<file path="config.mk">
export PLATFORM = sky130hd
export DESIGN_NAME = audio_dac_arbiter
export DESIGN_NICKNAME = d
export VERILOG_FILES = /design/src/rtl/audio_dac_arbiter.sv
export SDC_FILE = /design/constraint.sdc
export NUM_CORES = 1
export LEC_CHECK = 0
export CORE_UTILIZATION = 39
export CTS_CLUSTER_SIZE = 25
export DETAILED_ROUTE_END_ITERATION = 7
export PLACE_DENSITY = 0.76
export SLEW_MARGIN = 5
export SYNTH_ARGS = -nofsm -noshare
export SYNTH_HDL_FRONTEND = slang
export SYNTH_SLANG_ARGS = --single-unit
</file>
<file path="constraint.sdc">
create_clock -name aud_bclk -period 2.4 [get_ports aud_bclk]
set_clock_uncertainty 0.1 [all_clocks]
set_input_delay 0.48 -clock aud_bclk [delete_from_list [all_inputs] [get_ports aud_bclk]]
set_output_delay 0.48 -clock aud_bclk [all_outputs]
set_load 0.01 [all_outputs]
</file>
<file path="src/rtl/audio_dac_arbiter.sv">
// Two-requester sample arbiter for an I2S transmitter: fetches one sample per slot,
// grants a whole stereo frame to one source (round-robin) and counts muted slots.
module audio_dac_arbiter #(
    parameter int unsigned DW = 32,
    parameter int unsigned UW = 16
) (
    input  logic          aud_bclk,
    input  logic          rst,
    input  logic          aud_lrc,
    input  logic          en,
    input  logic          src0_valid,
    input  logic [DW-1:0] src0_data,
    output logic          src0_ready,
    input  logic          src1_valid,
    input  logic [DW-1:0] src1_data,
    output logic          src1_ready,
    output logic [DW-1:0] dac_data,
    output logic [1:0]    grant,
    output logic [UW-1:0] underrun_cnt
);

    typedef enum logic [1:0] {
        S_IDLE,
        S_FETCH,
        S_HOLD
    } state_t;

    state_t        state_q, state_d;
    logic          lrc_d0_q;
    logic [DW-1:0] dac_q, dac_d;
    logic [1:0]    grant_q, grant_d;
    logic          prio_q, prio_d;
    logic [UW-1:0] urun_q, urun_d;

    logic          lrc_edge;
    logic          left_fetch;
    logic [1:0]    sel;
    logic [1:0]    ready;
    logic          accept;
    logic          win;

    assign lrc_edge   = aud_lrc ^ lrc_d0_q;
    // While aud_lrc=1 the right slot is on the wire, so the sample being fetched is a left one.
    assign left_fetch = aud_lrc;

    always_comb begin
        sel = 2'b00;
        if (left_fetch) begin
            case ({src1_valid, src0_valid})
                2'b01:   sel = 2'b01;
                2'b10:   sel = 2'b10;
                2'b11:   sel = prio_q ? 2'b10 : 2'b01;
                default: sel = 2'b00;
            endcase
        end else begin
            sel = grant_q;
        end
    end

    // An lrc edge closes the slot, so no handshake may complete on that cycle.
    assign ready  = (state_q == S_FETCH && en && !lrc_edge) ? sel : 2'b00;
    assign accept = |(ready & {src1_valid, src0_valid});
    assign win    = ready[1];

    always_comb begin
        state_d = state_q;
        dac_d   = dac_q;
        grant_d = grant_q;
        prio_d  = prio_q;
        urun_d  = urun_q;
        if (lrc_edge) begin
            dac_d = '0;
            if (!en) begin
                state_d = S_IDLE;
                grant_d = 2'b00;
            end else begin
                state_d = S_FETCH;
                if (aud_lrc) begin
                    grant_d = 2'b00;
                end
                if (state_q == S_FETCH && urun_q != '1) begin
                    urun_d = urun_q + 1'b1;
                end
            end
        end else if (accept) begin
            dac_d   = win ? src1_data : src0_data;
            state_d = S_HOLD;
            if (left_fetch) begin
                grant_d = ready;
                prio_d  = ~win;
            end
        end
    end

    always_ff @(posedge aud_bclk or posedge rst) begin
        if (rst) begin
            state_q  <= S_IDLE;
            lrc_d0_q <= 1'b0;
            dac_q    <= '0;
            grant_q  <= 2'b00;
            prio_q   <= 1'b0;
            urun_q   <= '0;
        end else begin
            state_q  <= state_d;
            lrc_d0_q <= aud_lrc;
            dac_q    <= dac_d;
            grant_q  <= grant_d;
            prio_q   <= prio_d;
            urun_q   <= urun_d;
        end
    end

    assign src0_ready   = ready[0];
    assign src1_ready   = ready[1];
    assign dac_data     = dac_q;
    assign grant        = grant_q;
    assign underrun_cnt = urun_q;

endmodule

</file>
==> impl_metrics.json, run 1 <==
{
  "stdcell_count": 572,
  "synth_top_cell_by_area": "dfrtp_1",
  "hold_viol": 0,
  "syn_avg_cell_area_sq_um": 8.99,
  "ant_nets": 0,
  "clk_path_buf_depth": 2,
  "synthFlopType": "dfrtp_1",
  "grt_overflow": 0,
  "first_iter_violations": 137,
  "slowest_stage": "dfrtp_1",
  "core_sq_um": 7370,
  "worstMarginPinSlew_ns": 0.513,
  "num_rows": 31,
  "max_slew_margin": 0.658,
  "ys_async_sr_fraction": 1.00,
  "synth_top_area_share": 0.447,
  "hold_class": "reg -> reg",
  "p_leak_nw": 1.84,
  "path_cells": "inv_2 -> ha_4 -> nor4bb_4 -> o21ai_1 -> a21oi_1 -> buf_2",
  "finalWorstSetupSlack_ns": 0.00981,
  "start_util": 0.410,
  "hp-start": "underrun_cnt[4]",
  "synth_cell_types": 34,
  "finalWirelength_mm": 9.22,
  "nNetsFinal": 545,
  "totalPowerFinal_mw": 2.77,
  "fill_cells": 628,
  "worstPathRequired_ns": 1.82,
  "start_kind": "flop",
  "status": "complete, no violations",
  "layout_common_cells": "116 x clkdlybuf4s50_1, 54 x dfrtp_1, 39 x nand3_1, 39 x buf_4, 35 x nor4_1",
  "place_hpwl_mm": 6.56,
  "place_area_sq_um": 4510,
  "clock_sinks": 54,
  "cts_buffers": 5,
  "die_h_um": 90.0,
  "gp_congestion": 0.818,
  "ys_ff_latch": 54,
  "whs_endpoint": "underrun_cnt[4]",
  "max_stage_delay_ns": 0.41,
  "dieArea_sq_um": 8100,
  "r2r_end": "grant[0]",
  "drc": 0,
  "synth_cells": 336,
  "synth.area.top_cells": "dfrtp_1 45%, nor4_1 7.2%, nor2b_1 6.8%, a31oi_1 6.6%, nand3_1 6.5%",
  "crit_path_end_kind": "output port",
  "reg2regPathDepth": 9,
  "diodes": 0,
  "arrival_ns": 1.81,
  "reg2reg_from": "lrc_d0_q",
  "r2r_slack_ns": 0.08,
  "placed_cells": 555,
  "grt_max_degree": 46,
  "powerDensity_nw_per_um2": 590,
  "whs_ns": 0.401,
  "io_pins": 122,
  "ctsHoldBuffers": 0,
  "finalCriticalPeriod_ns": 2.39,
  "syn_area_sq_um": 3020,
  "mostFrequentLayoutCell": "clkdlybuf4s50_1",
  "post_drt_via_cell_ratio": 5.59,
  "vias": 3200,
  "drv_slew": 0,
  "drive_above_1_share": 0.142,
  "dpl_worst_slack_ns": -0.693,
  "max_cap_violations": 0,
  "port_buffers": 121,
  "grt_use_total": 0.230,
  "cp_max_fo": 3,
  "antenna_found_initial": 0,
  "clkSlewWorstSetupHoldPaths_ns": 0.11,
  "detail_route.wl_per_cell_um": 16.1,
  "fin_crit_sh": 0.996,
  "finalSetupViolCount": 0,
  "clk_latency_ns": 0.31,
  "ys_warn_count": 0,
  "grt_pass1_wl_mm": 15.3,
  "grt_pass1_vias": 3183,
  "synth_nets": 409,
  "synth_seq_area_share": 0.447,
  "die_w_um": 90.0,
  "hold_depth": 1,
  "firstDrtPassIters": 4,
  "cts_root_buf": "clkbuf_8",
  "final_util": 0.637,
  "synth-edff-count": 0,
  "finalSetupTns_ns": 0,
  "ir_drop_uv": 359,
  "critPathKind": "reg -> out",
  "rsz0062_at_grt": "yes",
  "syn2layout_area_growth_pct": 55.4,
  "fmax_mhz": 418,
  "final_area_sq_um": 4700,
  "htree_levels": 2,
  "tritoncts": "yes"
}
-- logic make-up (layout without fill, tap and decap cells) --
logic type | Yosys count | in the layout | share of synthesized area
flops | 54 | 54 | 0.447
mux | 4 | 4 | 0.0145
fa+ha+maj | 3 | 3 | 0.0124
compound gates | 77 | 77 | 0.155
xor+xnor | 14 | 14 | 0.0406
buf+inv | 42 | 179 | 0.0600
simple gates | 142 | 142 | 0.270
-- metal layers --
layer | up-vias | track usage | wire [um] | part of all wire
li1 | 1519 | - | - | -
met2 | 115 | 0.405 | 4700 | 0.51
met4 | 0 | 0.0444 | 85 | 0.0092
met3 | 8 | 0.0406 | 480 | 0.052
met5 | - | 0 | 0 | 0
met1 | 1558 | 0.296 | 3960 | 0.43
-- timing repair --
| item | 4_1_cts | 5_1_grt |
|---|---|---|
| buffers inserted | 9 | 2 |
| pin swaps | 3 | 4 |
| endpoints found under the setup margin | 50 | 36 |
| gates resized for setup | 19 | 2 |
-- power breakdown --
group / switching (mW) / total (mW) / internal, mW
sequential: 0.136 / 1.19 / 1.06
clock: 0.312 / 0.629 / 0.317
combinational: 0.401 / 0.948 / 0.547
total: 0.849 / 2.77 / 1.92
-- Yosys cell counts (2+ instances only) --
master and instances:
nor2b_1 33, buf_4 3, clkbuf_1 20, xor2_1 5
nand4_1 8, nor2_1 9, a21oi_1 2, a31oi_1 32
buf_2 10, xnor2_1 9, and3_1 2, nor4_1 35
or3_1 2, nand3_1 39, nor3_1 4, nand2_1 4
o21ai_0 31, o21ai_1 6, mux2_2 3, inv_1 9
dfrtp_1 54, ha_1 3, nand4b_1 2
-- area by class of cell --
type,instances,area [sq um],area share
Multi-Input combinational cell,240,1550,0.330
Tap cell,99,124,0.0264
Inverter,9,33.8,0.00719
Clock buffer,5,68.8,0.0147
Timing Repair Buffer,162,1520,0.324
Clock inverter,3,47.5,0.0101
Sequential cell,54,1350,0.288
-- how the worst max path moves through the flow --
stage | startpoint | depth (start not counted) | to
2_1_floorplan | aud_lrc | 10 | dac_data[0]
3_3_place_gp | aud_lrc | 7 | src0_ready
3_5_place_dp | aud_lrc | 7 | src0_ready
4_1_cts | lrc_d0_q | 6 | src0_ready
5_1_grt | lrc_d0_q | 6 | src0_ready
6_report | lrc_d0_q | 6 | src0_ready
-- flip-flops by register name (all words and copies together), names as in the netlist --
| signal | flops |
|---|---|
| underrun_cnt | 16 |
| lrc_d0_q | 1 |
| state_q | 2 |
| grant | 2 |
| prio_q | 1 |
| dac_data | 32 |
-- worst max-delay path: cells and delay by family, from the launching register on --
family	cells	cell delay (ns)
AOI/OAI and AO/OA	2	0.30
adders and majority gates	1	0.20
buffers and inverters	2	0.23
DFF	1	0.41
and+or+nand+nor	1	0.34
Power figures use the tool's default switching activity.
==> run 2, diff against run 1 <==
--- a/config.mk
+++ b/config.mk
@@ -5,10 +5,12 @@
 export SDC_FILE = /design/constraint.sdc
 export NUM_CORES = 1
 export LEC_CHECK = 0
-export CORE_UTILIZATION = 39
+export CORE_ASPECT_RATIO = 1.75
+export CORE_UTILIZATION = 40
+export CTS_BUF_LIST = sky130_fd_sc_hd__clkbuf_8
 export CTS_CLUSTER_SIZE = 25
 export DETAILED_ROUTE_END_ITERATION = 7
-export PLACE_DENSITY = 0.76
+export PLACE_DENSITY = 0.78
 export SLEW_MARGIN = 5
 export SYNTH_ARGS = -nofsm -noshare
 export SYNTH_HDL_FRONTEND = slang
==> impl_metrics.json, run 2 (synthesis gave the netlist of run 1 again) <==
{
  "grt_pass1_vias": 2933,
  "clk_path_buf_depth": 2,
  "finalSetupTns_ns": 0,
  "place_hpwl_mm": 6.44,
  "detail_route.wl_per_cell_um": 16.2,
  "p_leak_nw": 1.78,
  "r2r_slack_ns": 0.16,
  "ir_drop_uv": 285,
  "vias": 3178,
  "drv_slew": 0,
  "reg2regPathDepth": 8,
  "post_drt_via_cell_ratio": 5.77,
  "status": "complete, no violations",
  "start_util": 0.415,
  "dieArea_sq_um": 7920,
  "finalWorstSetupSlack_ns": 0.0885,
  "finalSetupViolCount": 0,
  "reg2reg_from": "lrc_d0_q",
  "hp-start": "underrun_cnt[15]",
  "worstPathRequired_ns": 1.82,
  "totalPowerFinal_mw": 2.61,
  "htree_levels": 2,
  "num_rows": 41,
  "grt_max_degree": 55,
  "layout_common_cells": "118 x clkdlybuf4s50_1, 54 x dfrtp_1, 39 x nand3_1",
  "critPathKind": "reg -> out",
  "gp_congestion": 0.833,
  "clock_sinks": 54,
  "drc": 0,
  "core_sq_um": 7280,
  "placed_cells": 540,
  "clk_latency_ns": 0.30,
  "powerDensity_nw_per_um2": 568,
  "critical-path-top-delay-family": "flip-flops",
  "rsz0062_at_grt": "yes",
  "grt_pass1_wl_mm": 14.0,
  "finalCriticalPeriod_ns": 2.31,
  "crit_path_end_kind": "output port",
  "die_h_um": 117,
  "drive_above_1_share": 0.123,
  "antenna_found_initial": 0,
  "hold_viol": 0,
  "dpl_worst_slack_ns": -0.720,
  "cts_root_buf": "clkbuf_8",
  "stdcell_count": 551,
  "syn2layout_area_growth_pct": 51.8,
  "worstMarginPinSlew_ns": 0.510,
  "r2r_end": "dac_data[22]",
  "tritoncts": "yes",
  "nNetsFinal": 538,
  "max_slew_margin": 0.660,
  "grt_overflow": 0,
  "fmax_mhz": 433,
  "cts_buffers": 5,
  "ctsHoldBuffers": 0,
  "ant_nets": 0,
  "final_util": 0.630,
  "place_area_sq_um": 4470,
  "finalWirelength_mm": 8.94,
  "fin_crit_sh": 0.963,
  "cp_num_buf_inv": 2,
  "max_stage_delay_ns": 0.41,
  "hold_class": "reg -> reg",
  "slowest_stage": "dfrtp_1",
  "die_w_um": 67.7,
  "clkSlewWorstSetupHoldPaths_ns": 0.09,
  "diodes": 0,
  "mostFrequentLayoutCell": "clkdlybuf4s50_1",
  "whs_ns": 0.402,
  "io_pins": 122,
  "path_cells": "inv_2 -> ha_4 -> nor4bb_4 -> o21ai_1 -> a21oi_2 -> buf_2",
  "arrival_ns": 1.73,
  "largest_reg_flops": 32,
  "start_kind": "flop",
  "whs_endpoint": "underrun_cnt[15]",
  "first_iter_violations": 107,
  "max_cap_violations": 0,
  "cp_max_fo": 3,
  "firstDrtPassIters": 4,
  "port_buffers": 121,
  "grt_use_total": 0.232,
  "final_area_sq_um": 4590,
  "hold_depth": 1
}
run 2: cell count changes in the layout (fill, tap and decap cells not counted), sizes merged:
cell and delta:
buf -7, clkdlybuf4s50 +2, dlygate4sd2 -2, bufinv -1, clkinv -1, clkinvlp +1
run 2: worst max-delay path by stage:
stage / startpoint / to / slack (ns) / cells after the start
after floorplan: aud_lrc / dac_data[0] / 0.02 / 10
after global placement: aud_lrc / src0_ready / -0.66 / 7
after detailed placement: aud_lrc / src0_ready / -0.72 / 7
after CTS: aud_lrc / src0_ready / 0.02 / 7
after global routing: lrc_d0_q / src0_ready / -0.03 / 6
final: lrc_d0_q / src0_ready / 0.09 / 6
run 2: power breakdown:
group,internal (mW),switching [mW],total [mW]
combinational,0.541,0.393,0.934
clock,0.197,0.289,0.486
sequential,1.06,0.129,1.19
run 2: timing repair:
| action | in CTS | in global routing |
|---|---|---|
| pin swaps | 2 | 1 |
| resized for setup | 12 | 3 |
| setup endpoints to repair | 43 | 3 |
| setup buffers | 2 | 2 |
run 2: routing by layer:
metal / routed length (um) / vias to the layer above / share of wire / GRT usage
li1: - / 1503 / - / -
met1: 3370 / 1530 / 0.38 / 0.266
met2: 4860 / 123 / 0.54 / 0.413
met3: 407 / 22 / 0.046 / 0.0320
met4: 301 / 0 / 0.034 / 0.108
met5: 0 / - / 0 / 0
run 2: area by class of cell:
class	count	area, sq um
Clock inverter	2	11.3
Multi-Input combinational cell	240	1550
Inverter	9	33.8
Clock buffer	5	68.8
Fill cell	645	2700
Sequential cell	54	1350
Timing Repair Buffer	155	1470
Tap cell	86	108
run 2: worst reg2reg max path, cell delays in order (launching register included):
cell and delay [ns]:
dfrtp_1 0.41, inv_2 0.08, ha_4 0.20, buf_4 0.20
nand4bb_4 0.27, a2111oi_4 0.28, buf_4 0.36, nor4_1 0.08
a31oi_1 0.18
